==> src/rtl/umul_pkg.sv <==
// Shared definitions for the sequential unsigned multiplier.
//   state_e : FSM state encoding (IDLE=0, BUSY=1, DONE=2; 3 is illegal)
//   clog2   : ceiling log2, used to size the iteration counter
package umul_pkg;

    typedef enum logic [1:0] {
        StIdle = 2'd0,
        StBusy = 2'd1,
        StDone = 2'd2
    } state_e;

    // Returns ceil(log2(value)), never less than 1 so a counter always has a bit.
    function automatic int unsigned clog2(input int unsigned value);
        int unsigned res;
        int unsigned v;
        res = 0;
        v   = value - 1;
        while (v > 0) begin
            res = res + 1;
            v   = v >> 1;
        end
        if (res == 0) begin
            res = 1;
        end
        return res;
    endfunction

endpackage

==> src/rtl/umul_step.sv <==
// One shift-add iteration of the unsigned multiplier (purely combinational).
//   acc_i/acc_o       : running partial product (2*WIDTH bits)
//   mcand_i/mcand_o   : multiplicand, doubled each step (2*WIDTH bits)
//   mplier_i/mplier_o : multiplier, halved each step (WIDTH bits)
module umul_step #(
    parameter int unsigned WIDTH = 8
) (
    input  logic [2*WIDTH-1:0] acc_i,
    input  logic [2*WIDTH-1:0] mcand_i,
    input  logic [WIDTH-1:0]   mplier_i,
    output logic [2*WIDTH-1:0] acc_o,
    output logic [2*WIDTH-1:0] mcand_o,
    output logic [WIDTH-1:0]   mplier_o
);

    // The sum cannot overflow: the final product always fits in 2*WIDTH bits.
    assign acc_o    = mplier_i[0] ? (acc_i + mcand_i) : acc_i;
    assign mcand_o  = mcand_i << 1;
    assign mplier_o = mplier_i >> 1;

endmodule

==> src/rtl/umul_seq.sv <==
// Sequential unsigned shift-add multiplier, one partial product per clock.
//   CLK, ASYNCRESETN     : clock, asynchronous active-low reset
//   I0, I1               : multiplicand / multiplier (WIDTH bits, unsigned)
//   in_valid, in_ready   : operand handshake; in_ready is high only in IDLE
//   O                    : 2*WIDTH-bit product (doubles as the accumulator)
//   out_valid, out_ready : result handshake; out_valid is high only in DONE
// Latency is fixed at WIDTH cycles from acceptance to out_valid.
module umul_seq
    import umul_pkg::*;
#(
    parameter int unsigned WIDTH = 8
) (
    input  logic               CLK,
    input  logic               ASYNCRESETN,
    input  logic [WIDTH-1:0]   I0,
    input  logic [WIDTH-1:0]   I1,
    input  logic               in_valid,
    output logic               in_ready,
    output logic [2*WIDTH-1:0] O,
    output logic               out_valid,
    input  logic               out_ready
);

    localparam int unsigned CntW = clog2(WIDTH);

    state_e               state_q;
    logic [2*WIDTH-1:0]   acc_q;
    logic [2*WIDTH-1:0]   mcand_q;
    logic [WIDTH-1:0]     mplier_q;
    logic [CntW-1:0]      count_q;

    logic [2*WIDTH-1:0]   acc_step;
    logic [2*WIDTH-1:0]   mcand_step;
    logic [WIDTH-1:0]     mplier_step;

    umul_step #(
        .WIDTH (WIDTH)
    ) u_step (
        .acc_i    (acc_q),
        .mcand_i  (mcand_q),
        .mplier_i (mplier_q),
        .acc_o    (acc_step),
        .mcand_o  (mcand_step),
        .mplier_o (mplier_step)
    );

    always_ff @(posedge CLK or negedge ASYNCRESETN) begin
        if (!ASYNCRESETN) begin
            state_q  <= StIdle;
            acc_q    <= '0;
            mcand_q  <= '0;
            mplier_q <= '0;
            count_q  <= '0;
        end else begin
            case (state_q)
                StIdle: begin
                    if (in_valid) begin
                        mcand_q  <= {{WIDTH{1'b0}}, I0};
                        mplier_q <= I1;
                        acc_q    <= '0;
                        count_q  <= '0;
                        state_q  <= StBusy;
                    end
                end
                StBusy: begin
                    // No early exit on a zero multiplier: latency stays data-independent.
                    acc_q    <= acc_step;
                    mcand_q  <= mcand_step;
                    mplier_q <= mplier_step;
                    count_q  <= count_q + CntW'(1);
                    if (count_q == CntW'(WIDTH - 1)) begin
                        state_q <= StDone;
                    end
                end
                StDone: begin
                    if (out_ready) begin
                        state_q <= StIdle;
                    end
                end
                default: begin
                    state_q <= StIdle;
                end
            endcase
        end
    end

    assign in_ready  = (state_q == StIdle);
    assign out_valid = (state_q == StDone);
    assign O         = acc_q;

endmodule

==> config.mk <==
export PLATFORM = sky130hd
export DESIGN_NAME = umul_seq
export DESIGN_NICKNAME = d
export VERILOG_FILES = /design/src/rtl/umul_pkg.sv /design/src/rtl/umul_step.sv /design/src/rtl/umul_seq.sv
export SDC_FILE = /design/constraint.sdc
export NUM_CORES = 1
export LEC_CHECK = 0
export CAP_MARGIN = 15
export CORE_MARGIN = 2
export CORE_UTILIZATION = 55
export CTS_BUF_LIST = sky130_fd_sc_hd__clkbuf_4 sky130_fd_sc_hd__clkbuf_8
export CTS_CLUSTER_SIZE = 28
export DETAILED_ROUTE_END_ITERATION = 16
export HOLD_SLACK_MARGIN = 0.12
export PLACE_DENSITY = 0.85
export SKIP_CTS_REPAIR_TIMING = 1
export SYNTH_ARGS = -nofsm -noshare
export SYNTH_HDL_FRONTEND = slang
export SYNTH_SLANG_ARGS = --single-unit
==> constraint.sdc <==
create_clock -name CLK -period 4.8 [get_ports CLK]
set_input_delay 1.2 -clock CLK [delete_from_list [all_inputs] [get_ports CLK]]
set_output_delay 1.2 -clock CLK [all_outputs]
set_load 0.02 [all_outputs]
==> results.txt <==
- In this run, CTS created clock tree buffers numbering 5.
- The floorplan step defined a die boundary enclosing 0.005303 mm^2.
* Startpoint of the most critical register-to-register path: state_q[0]
- Power density of the placed cells: 610.0 mW/mm^2
* Number of flops mapped to enable cells by yosys: 0
- The startpoint identified for the worst hold timing path is mplier_q[5].
* Syn Area/Cell: 9.507 um^2
* Worst Slack Setup Final: 1538 ps
* Buffer type at the clock tree root: clkbuf_8
- STA classifies the critical path startpoint as an input port.
- Initial Util: 56.27%
- Across the VDD grid, the largest voltage drop is 363.4 uV.
- Worst R2R Path Depth: 5
- Post-Synthesis Cells: 274
- Using the TritonRoute via totals, the vias-per-cell ratio works out to 6.228.
* Clock tree from TritonCTS: built
- Slack of the worst reg-to-reg path: 1930 ps
- The Yosys step of the flow raised 0 warnings.
- Run status: finished, final reports clean
* Cell-by-cell trace of the critical path: clkdlybuf4s50_1 -> and2b_1 -> a21oi_1 -> or2_0 -> a221oi_2 -> nand3_1
- For the worst setup path, the data required time is 4990 ps.
- Share of the synthesized area in the top cell type: a little over two fifths
- The tool flagged a number of max-cap violations equal to 0.
- DIE HEIGHT: approximately 73 um
- PortBufs: 37
* Tot Pwr: 1.882 mW
- Maximum number of pins on one net before global-route repair: 46
- The congestion estimate from routability-driven global placement came to slightly above 0.8.
- At the end of the flow the core is filled with cells to 66.65%.
* Post-synthesis register bit count: 45
* Pre-CTS WS: 1252 ps
- Total Wirelength: 5.694 mm
- Overflow left after global routing: 0
- Cell types occupying the most area after synthesis: dfrtp_1, ha_1, o21ai_0
- For this design the top-level I/O count stands at 38.
* Number of standard cells in the final layout excluding fillers: around 360
- Critical Path Sink Type: flop
- Of all cell types, the one taking the most synthesized area is dfrtp_1.
* Post-detail-place hpwl: 4.098 mm
- After synthesis, flip-flops and latches occupy a little over two fifths of the total area.
- Leakage: roughly 1.3 nW
- In the final routed layout, each cell accounts on average for roughly 16 um.
- First-pass detailed-route iteration total: 5
* Peak clock frequency supported by timing: a little over 300 MHz
* Number of cells after detailed placement: between 300 and 400
- Initial antenna violation count: 0
- Kind of path behind the tightest hold check: reg2reg
- The number of nets handed over by synthesis was 312.
* Least-Margin Pin Slew: 1116 ps
- RSZ-0062 raised after global routing: no
- After clock tree synthesis, the clock-pin slew on the worst setup and hold paths is 90 ps.
- The final number of max-transition violations came to 0.
* Vias post-DR: between 2000 and 2500
* First-pass GRT wire length: slightly below 10 mm
- Area used by multi-input combinational logic: 0.001391 mm^2
- The routed design could run at a clock period as short as approximately 3300 ps.
- Post-Route Skew: about 5.1 ps
* Total count of hold-check failures in the final report: 0
- Net count reported at finish: 342
- In this run the cell area measured after placement is 0.002980 mm^2.
- Highest fanout seen on the critical path: 17
- Placement row count: 25
- Final total negative setup slack: 0 ps
- The worst hold path passes through 2 cells.
- The netlist uses 44 different library cells.
* Proportion of register bits with asynchronous set or reset after synthesis: 100.0%
* Critical path data arrival time: 3450 ps
- Leaving out fill and tap cells, the most frequent cells in the layout are dfrtp_1, nand2_1, clkdlybuf4s50_1, o21ai_0, ha_1.
- Initial drt markers: 192
- Headroom to the max-slew limit came out at 25.57%.
* R2R Path End: O[14]
- Core Area: 0.004629 mm^2
- DRC violation count after routing: 0
* Share of the clock period used by the worst path: around 68%
* Total global-route track usage: 23.13%
* Worst-path cell with the longest stage delay: or2_0
* Slowest Stage Delay on Critical Path: 620 ps
- The die is 72.82 um wide.
- Final count of negative-setup-slack endpoints: 0
* Total area of sequential cells: about 0.0011 mm^2
- The clock drives 45 sinks.
- The number of antenna diodes in the final layout is 0.
- With fillers left out, the area of the finished cells amounts to a little over 0.003 mm^2.
* Vias in the first global route: 2140
- CTS built an H-tree with a depth of 2.
- The post-route netlist has 6.230% of its cells at a drive strength greater than 1.
- In this run the remaining antenna-violating nets after routing total 0.
* Post-synth top flop: dfrtp_1
- Compared with the post-synthesis result, the final layout area differs by 18.44%.
- The clock passes through at most 2 buffers.
* # fillers: 382
- The worst hold path terminates at mplier_q[5].
- The library cell used most frequently in the layout, excluding fill and tap cells, is dfrtp_1.
- The critical path is of the in2reg type.
- After synthesis the cells add up to 0.002605 mm^2.
* Later-pin clock latency in the skew report: 300 ps
- The tightest hold path in the finished design has a slack of ~500 ps.
==> sequential cells by signal, summed over array words and instances, names as in the netlist <==
| signal | count |
|---|---|
| state_q | 2 |
| mcand_q | 16 |
| O | 16 |
| count_q | 3 |
| mplier_q | 8 |
==> where the power goes <==
group	switching (mW)	internal, mW
Sequential	0.149	0.523
Clock	0.135	0.133
Combinational	0.536	0.406
Total	0.820	1.06
==> worst max-delay path: cells and delay by family <==
family	cells	cell delay, ps
buf+inv	1	560
compound gates	2	500
simple gates	3	1180
==> cell families (layout without fill, tap and decap cells) <==
group           Yosys count  in the layout  share of synthesized area [%]
fa+ha+maj                18             18                          8.934
buf+inv                  21             52                          3.362
xor+xnor                  8              8                          2.689
mux                       2              2                         0.8165
simple gates             77             77                          13.83
compound gates          103            103                          27.14
flops                    45             45                          43.23
==> area by class of cell <==
| cell class | count | share of cell area (%) |
|---|---|---|
| tap | 54 | 2.190 |
| sequential | 45 | 36.50 |
| clock buffer | 7 | 3.122 |
| timing repair buffer | 38 | 12.08 |
| multi-input combinational | 208 | 45.09 |
| inverter | 6 | 0.7299 |
| clock inverter | 1 | 0.2839 |
==> worst max-delay path by stage <==
stage	from	slack [ps]	cells after the start	to
floorplan	in_valid	2580	6	O[14]
global placement	in_valid	1310	6	O[14]
CTS	in_valid	1550	6	O[14]
global route	in_valid	1400	6	O[14]
finish	in_valid	1540	6	O[14]
detailed placement	in_valid	1250	6	O[14]
==> Yosys cell counts, drive strengths merged, types with 3 or more instances <==
cell type	number
o211ai	6
a21oi	17
ha	17
clkbuf	8
nor2b	4
dfrtp	45
o21a	3
xor2	4
nand2b	3
a32o	3
o21ai	32
nor2	11
nand4	3
a21o	3
buf	7
nand2	39
a22o	12
a22oi	15
inv	6
a211oi	4
nand3	7
xnor2	4
==> metal layers <==
| metal | part of all wire (%) | routed length [um] | track usage (%) |
|---|---|---|---|
| met1 | 44 | 2481 | 29.75 |
| met2 | 50 | 2825 | 38.28 |
| met3 | 4.8 | 274 | 5.249 |
| met4 | 2.0 | 113 | 8.436 |
| met5 | 0 | 0 | 0 |
Power figures use the tool's default switching activity.
